## config.mk

```make
export PLATFORM = sky130hd
export DESIGN_NAME = fpu_range_reduce_arbiter
export DESIGN_NICKNAME = d
export VERILOG_FILES = /design/src/rtl/fpu_range_reduce_arbiter.sv
export SDC_FILE = /design/constraint.sdc
export NUM_CORES = 1
export LEC_CHECK = 0
export BUFFER_PORTS_ARGS = -buffer_cell sky130_fd_sc_hd__buf_2
export CAP_MARGIN = 25
export CORE_AREA = 2 2 162 164
export DETAILED_ROUTE_END_ITERATION = 12
export DIE_AREA = 0 0 164 166
export PLACE_DENSITY = 0.68
export SYNTH_ARGS = -nofsm -noshare
export SYNTH_HDL_FRONTEND = slang
export SYNTH_SLANG_ARGS = --single-unit
```

## constraint.sdc

```tcl
create_clock -name clk -period 5.28 [get_ports clk]
set_input_delay 0.528 -clock clk [delete_from_list [all_inputs] [get_ports clk]]
set_output_delay 0.528 -clock clk [all_outputs]
set_load 0.1 [all_outputs]
```

## src/rtl/fpu_range_reduce_arbiter.sv

```systemverilog
// Round-robin arbiter that shares one large-angle range-reduction unit
// between the FSIN/FCOS/FSINCOS sequencer (requester 0) and the
// FPTAN/FPATAN sequencer (requester 1). It owns the enable/done handshake,
// latches the operand, sign and result, and aborts with an error response
// when a watchdog sees no completion.
module fpu_range_reduce_arbiter #(
    parameter int TIMEOUT = 1023,
    parameter int CNT_W   = 10
) (
    input  logic        clk,
    input  logic        reset,
    input  logic        req0,
    input  logic [79:0] angle0,
    input  logic        req1,
    input  logic [79:0] angle1,
    output logic        ack0,
    output logic        ack1,
    output logic [79:0] res_angle,
    output logic [1:0]  res_quadrant,
    output logic        res_sign,
    output logic        res_error,
    output logic        res_timeout,
    output logic        busy,
    output logic        grant_id,
    output logic        rr_enable,
    output logic [79:0] rr_angle,
    input  logic [79:0] rr_result,
    input  logic [1:0]  rr_quadrant,
    input  logic        rr_done,
    input  logic        rr_error
);

    typedef enum logic [1:0] {
        S_IDLE    = 2'd0,
        S_WAIT    = 2'd1,
        S_RELEASE = 2'd2,
        S_DRAIN   = 2'd3
    } state_t;

    localparam logic [CNT_W-1:0] WD_LAST = CNT_W'(TIMEOUT - 1);
    localparam logic [CNT_W-1:0] WD_ONE  = CNT_W'(1);

    state_t             state_r, state_n;
    logic               rr_enable_r, rr_enable_n;
    logic [79:0]        rr_angle_r, rr_angle_n;
    logic               ack0_r, ack0_n;
    logic               ack1_r, ack1_n;
    logic [79:0]        res_angle_r, res_angle_n;
    logic [1:0]         res_quadrant_r, res_quadrant_n;
    logic               res_sign_r, res_sign_n;
    logic               res_error_r, res_error_n;
    logic               res_timeout_r, res_timeout_n;
    logic               busy_r;
    logic               grant_id_r, grant_id_n;
    logic               last_grant_r, last_grant_n;
    logic [CNT_W-1:0]   wd_r, wd_n;
    logic               drain_seen_r, drain_seen_n;
    logic               elig0_s, elig1_s;
    logic               gsel_s;
    logic [79:0]        gop_s;

    // Arbitration: the requester being acked this cycle is masked; a tie goes to the one not served last.
    always_comb begin
        elig0_s = req0 & ~ack0_r;
        elig1_s = req1 & ~ack1_r;
        if (elig0_s && elig1_s) begin
            gsel_s = ~last_grant_r;
        end else begin
            gsel_s = elig1_s;
        end
        gop_s = gsel_s ? angle1 : angle0;
    end

    // Next-state and next-output logic for the handshake FSM.
    always_comb begin
        state_n        = state_r;
        rr_enable_n    = rr_enable_r;
        rr_angle_n     = rr_angle_r;
        ack0_n         = 1'b0;
        ack1_n         = 1'b0;
        res_angle_n    = res_angle_r;
        res_quadrant_n = res_quadrant_r;
        res_sign_n     = res_sign_r;
        res_error_n    = res_error_r;
        res_timeout_n  = res_timeout_r;
        grant_id_n     = grant_id_r;
        last_grant_n   = last_grant_r;
        wd_n           = wd_r;
        drain_seen_n   = drain_seen_r;
        case (state_r)
            S_IDLE: begin
                if (elig0_s || elig1_s) begin
                    rr_angle_n   = gop_s;
                    rr_enable_n  = 1'b1;
                    grant_id_n   = gsel_s;
                    res_sign_n   = gop_s[79];
                    wd_n         = {CNT_W{1'b0}};
                    drain_seen_n = 1'b0;
                    state_n      = S_WAIT;
                end else begin
                    state_n = S_IDLE;
                end
            end
            S_WAIT: begin
                wd_n = wd_r + WD_ONE;
                if (rr_done) begin
                    res_angle_n    = rr_result;
                    res_quadrant_n = rr_quadrant;
                    res_error_n    = rr_error;
                    res_timeout_n  = 1'b0;
                    rr_enable_n    = 1'b0;
                    state_n        = S_RELEASE;
                end else if (wd_r == WD_LAST) begin
                    // Abort: free the requester now, then let the unit finish in DRAIN.
                    rr_enable_n   = 1'b0;
                    res_error_n   = 1'b1;
                    res_timeout_n = 1'b1;
                    ack0_n        = ~grant_id_r;
                    ack1_n        = grant_id_r;
                    last_grant_n  = grant_id_r;
                    drain_seen_n  = 1'b0;
                    state_n       = S_DRAIN;
                end else begin
                    state_n = S_WAIT;
                end
            end
            S_RELEASE: begin
                if (!rr_done) begin
                    ack0_n       = ~grant_id_r;
                    ack1_n       = grant_id_r;
                    last_grant_n = grant_id_r;
                    state_n      = S_IDLE;
                end else begin
                    state_n = S_RELEASE;
                end
            end
            S_DRAIN: begin
                if (rr_done) begin
                    drain_seen_n = 1'b1;
                end else if (drain_seen_r) begin
                    drain_seen_n = 1'b0;
                    state_n      = S_IDLE;
                end else begin
                    state_n = S_DRAIN;
                end
            end
            default: begin
                rr_enable_n = 1'b0;
                state_n     = S_IDLE;
            end
        endcase
    end

    // State and output registers; reset overrides any in-flight operation.
    always_ff @(posedge clk) begin
        if (reset) begin
            state_r        <= S_IDLE;
            rr_enable_r    <= 1'b0;
            rr_angle_r     <= 80'h0;
            ack0_r         <= 1'b0;
            ack1_r         <= 1'b0;
            res_angle_r    <= 80'h0;
            res_quadrant_r <= 2'b00;
            res_sign_r     <= 1'b0;
            res_error_r    <= 1'b0;
            res_timeout_r  <= 1'b0;
            busy_r         <= 1'b0;
            grant_id_r     <= 1'b0;
            last_grant_r   <= 1'b1;
            wd_r           <= {CNT_W{1'b0}};
            drain_seen_r   <= 1'b0;
        end else begin
            state_r        <= state_n;
            rr_enable_r    <= rr_enable_n;
            rr_angle_r     <= rr_angle_n;
            ack0_r         <= ack0_n;
            ack1_r         <= ack1_n;
            res_angle_r    <= res_angle_n;
            res_quadrant_r <= res_quadrant_n;
            res_sign_r     <= res_sign_n;
            res_error_r    <= res_error_n;
            res_timeout_r  <= res_timeout_n;
            busy_r         <= (state_n != S_IDLE);
            grant_id_r     <= grant_id_n;
            last_grant_r   <= last_grant_n;
            wd_r           <= wd_n;
            drain_seen_r   <= drain_seen_n;
        end
    end

    assign ack0         = ack0_r;
    assign ack1         = ack1_r;
    assign res_angle    = res_angle_r;
    assign res_quadrant = res_quadrant_r;
    assign res_sign     = res_sign_r;
    assign res_error    = res_error_r;
    assign res_timeout  = res_timeout_r;
    assign busy         = busy_r;
    assign grant_id     = grant_id_r;
    assign rr_enable    = rr_enable_r;
    assign rr_angle     = rr_angle_r;

endmodule

```

* Word-level counts from Yosys, hierarchy flattened *
Index checks and enable logic that the tools add are counted.

word-level totals
  register bits = 184
  latch bits = 0
  bits in writable memories = 0
  ROM bits = 0
  input port bits = 248
  word-level logic and storage cells = 80
  memories = 0

operators by class
  $add $sub $neg = 1
  multiply operators = 0
  div/mod/pow operators = 0
  $lt $le $gt $ge = 0
  equality and inequality tests = 9
  shift-type cells = 0
  multiplexer cells = 34
  bitwise logic cells = 6
  reduce and logical (&&, ||, !) cells = 15

operators with widths
  cell                                                             number
  80-bit two-way mux                                               1
  1-bit two-way mux                                                20
  10-bit case mux with 2 select lines                              1
  10-bit by 1-bit adder with 10-bit output, second input constant  1
  10-bit == test, second input constant                            1
  10-bit two-way mux                                               1
  2-bit two-way mux                                                5
  2-bit != test, second input constant                             4
  1-bit case mux with 2 select lines                               4
  2-bit case mux with 4 select lines                               1
  2-bit AND reduction                                              4
  4-bit AND reduction                                              2
  2-bit nonzero test                                               4
  2-bit == test, second input constant                             2
  1-bit inverter                                                   4
  3-bit != test, second input constant                             1
  1-bit case mux with 3 select lines                               1
  3-bit AND reduction                                              1
  3-bit nonzero test                                               1
  1-bit AND                                                        2
  2-bit by 1-bit == test with 1-bit output, second input constant  1
  2-bit logical NOT                                                1
  1-bit logical AND                                                1
  1-bit logical OR                                                 1

* Logic depth before layout (Yosys ltp) *
  depth in word-level cells = 6
  depth in mapped cells = 8
  depth with buffers taken out = 6

* Worst setup path before layout *
Ideal clock, no wire load.

  path kind = register to register
  start point = reg ack0_r (netlist: ack0)
  end point = reg res_sign_r (netlist: res_sign)
  arrival = 2038 ps
  required time = 5194 ps
  path slack = 3157 ps
  stages on the path, launching flop included = 7
  clock period less this slack = 2123 ps
  cell sequence = dfxtp_1 and2b_4 a21o_4 buf_8 buf_6 mux2i_1 a211oi_1

on the way
  word-level cells in the longest chain between the ends = 5

ends and longest elaborated chain
  what                    line  text
  from (decl)             46    logic ack0_r, ack0_n;
  from (signal assigned)  176   ack0_r <= ack0_n;
  1-bit inverter *        64    elig0_s = req0 & ~ack0_r;
  1-bit AND *             64
  1-bit logical AND       66    if (elig0_s && elig1_s) begin
  1-bit two-way mux       66
  80-bit two-way mux      71    gop_s = gsel_s ? angle1 : angle0;
  to (signal assigned)    180   res_sign_r <= res_sign_n;
  to (decl)               50    logic res_sign_r, res_sign_n;

Mark *: on every way between the ends. The rest lies on a longest branch, timed or not.
A chain may end at the register's enable or synchronous reset.

* Worst setup path in the final report *
  start point = reg state_r[1]
  end point = reg res_angle_r[7] (netlist: res_angle[7])

on the way
  word-level cells in the longest chain between the ends = 2

ends and longest elaborated chain
  what                                      line  text
  from (decl)                               43    state_t state_r, state_n;
  from (signal assigned)                    173   state_r <= state_n;
  2-bit by 1-bit == test with 1-bit output  90    case (state_r)
  2-bit AND reduction (no line)             n/a
  to (signal assigned)                      178   res_angle_r <= res_angle_n;
  to (decl)                                 48    logic [79:0] res_angle_r, res_angle_n;

No other way between the ends.

==> qor.txt <==
Initial antenna violation count - 1
First-pass GRT wire length - 34.3 mm
Ratio of cells with drive above 1 in the final layout - 37.6%
Num Clock Sinks - 183
Worst path slowest cell - nor2_4
Remaining DRCs - 0
Via/cell ratio - 4.58
Slew HR - 30.5%
CP Capture Type - flop
CTS root buf - clkbuf_16
Final hold violation count - 0
Library cells used by synthesis - 48
Post-CTS Setup Inserts - 0
H-Tree Depth - 4
Largest family of logic cells by synthesized area - compound AO/OA/AOI/OAI gates
Global route overflow - 0
Max-Cap Viols - 0
Routed Wire Length - 22.5 mm
Cells after Synth - 849
Synthesized flop and latch total - 183
Hold WC Path Type - primary input to flop
Area of the core - 25,600 um^2
Starting Density - 29.3%
Num CTS Buffers - 17
Placed Cells - 1,541
Post-DP HPWL - 16.8 mm
Total power - 4.09 mW
CTS resizes - 0
Diode count - 0
Cell Area, Synth - 7510 um^2
Crit path cell chain - inv_1 > ha_1 > inv_1 > nor2_4 > buf_4 > nand2_1 > a21oi_1
Placer Congestion - 0.832
CTS tree - built
P&R area growth vs syn - 36.9%
Post-Place Setup Slack - 2.59 ns
Crit path max fanout - 48
Syn_area_per_cell - 8.84 um^2
Synth warn - 0
# setup viols final - 0
WHS - 0.331 ns
CTS Buffer Depth - 2
Initial DRC count - 416
Hold depth - 3
Leakage - 5.07 nW
Io pins - 418
Worst-Skew Late Latency - 0.43 ns
Port Buffers - 417
Setup TNS Final - 0 ns
Post-synth EDFFs - 0
Post-synthesis xor/xnor area fraction - 0.233%
Die span in x - 164 um
Unrepaired setup endpoints after global routing - false
Net count after synthesis - 1,105
Largest net degree at the start of global routing - 162
Post-cts hold buffer count - 0
Number of global-route vias before repair - 6,677
Mux cell area share after synthesis - 10.9%
Reg2reg path depth - 7
Setup WS post-layout - 2.58 ns
Routed vias - 7,211
Wire per inst - 14.3 um
CP Class - flop to flop
Layout Utilization - 40.1%
Most used DFF post-synth - dfxtp_1
Final max-slew violation count - 0
Worst Path Required - 5.61 ns
Fin area - 10,300 um^2
Row count - 59
Crit-path most repeated cell - inv_1
Status - finished clean
Pwr Density - 398 nW/um^2
Post-route ant nets - 0
Crit path arrival time - 3.03 ns
Post-synth ARST share - 0%
Worst slew pin tran - 1.04 ns
Compound-Gate Fraction of Synth Area - 16.9%
Area after DPL - 9730 um^2
Period utilization - 51.2%
Reg clk slew, reported paths - 0.08 ns
Worst setup SP type - flop
Max frequency - 370 MHz
Nets - 1,481
Die area - 27,200 um^2
Worst Skew - 0.0173 ns
Peak supply drop - 0.000185 V
Final Critical Period - 2.70 ns
Die H - 166 um
DRT Pass-1 Iters - 4
Total GRT Usage - 15.7%
Simple-gate share of the synthesized area - 16.4%
Max incr delay on CP - 0.82 ns
Sequential area share after synthesis - 48.8%
Adder-Cell Fraction of Synth Area - 1.33%
Post-Layout Cell Count - 1,573
flip-flops by register name, summed over array words and instances, names as in the netlist, 2 cells and up:
signal and cells:
res_angle 80, rr_angle 79, wd_r 10, res_quadrant 2, state_r 2
cells in the mapped netlist, types with 5 or more instances:
master	number	area share, %
nand2_1	173	8.6
nand3_1	7	0.47
a21oi_1	91	6.1
nor3_1	5	0.33
mux2i_1	82	11
nor2_1	93	4.6
dfxtp_1	183	49
ha_1	8	1.3
buf_6	8	1.2
a211oi_1	80	8.0
buf_2	19	1.3
inv_1	9	0.45
clkbuf_1	34	1.7
final timing paths:
kind | startpoint | end | slack (ns)
min reg2reg | res_angle[11] | res_angle[11] | 0.45
max | state_r[1] | res_angle[7] | 2.58
max reg2reg | state_r[1] | res_angle[7] | 2.58
min | rr_result[44] | res_angle[44] | 0.33
power by group:
group          internal [mW]  switching [mW]  total, mW  leakage, nW
Sequential              1.49          0.0515       1.54         1.50
Clock                  0.627           0.614       1.24        0.278
Combinational          0.255            1.06       1.31         3.28
Total                   2.37            1.72       4.09         5.07
critical path, delay by kind of cell (launching register included):
family	cells	cell delay [ns]
AO/OA/AOI/OAI	1	0.14
adder cells (fa/ha/maj)	1	0.42
buffers and inverters	3	0.76
flip-flops	1	0.36
AND/OR/NAND/NOR	2	0.91
layer usage:
metal | GRT usage (%) | wire, um | vias up
met5 | 0 | 0 | -
met4 | 5.45 | 508 | 0
met3 | 3.97 | 1660 | 31
met2 | 27.3 | 10800 | 313
met1 | 18.6 | 9550 | 3185
li1 | - | - | 3682
cell type report:
cell class	count	area [um^2]
clock buffers	18	429
clock inverters	14	125
fillers	2655	15300
inverters	10	37.5
multi-input cells	589	3450
flip-flops and latches	183	3660
well taps	335	419
repair buffers	424	2160
cell families (layout without fill, tap and decap cells):
group | count (synthesis) | count (layout)
compound gates | 195 | 195
mux | 82 | 82
buf+inv | 77 | 466
simple gates | 302 | 302
xor+xnor | 2 | 2
flops | 183 | 183
fa+ha+maj | 8 | 8
layout by cell type (no fill, tap or decap), types with 3 or more instances in the layout:
master,instances
nor2_1,92
nand3_1,7
nand2b_1,4
buf_2,416
nand2_1,172
a21oi_1,91
nor3_1,5
inv_8,4
inv_6,6
dfxtp_1,183
o21ai_0,4
clkbuf_16,17
or3_1,3
ha_1,8
mux2i_1,82
o31ai_1,4
buf_4,6
and3_1,3
a211oi_1,80
inv_1,9
Note: power is estimated with default switching activity, not from simulation.
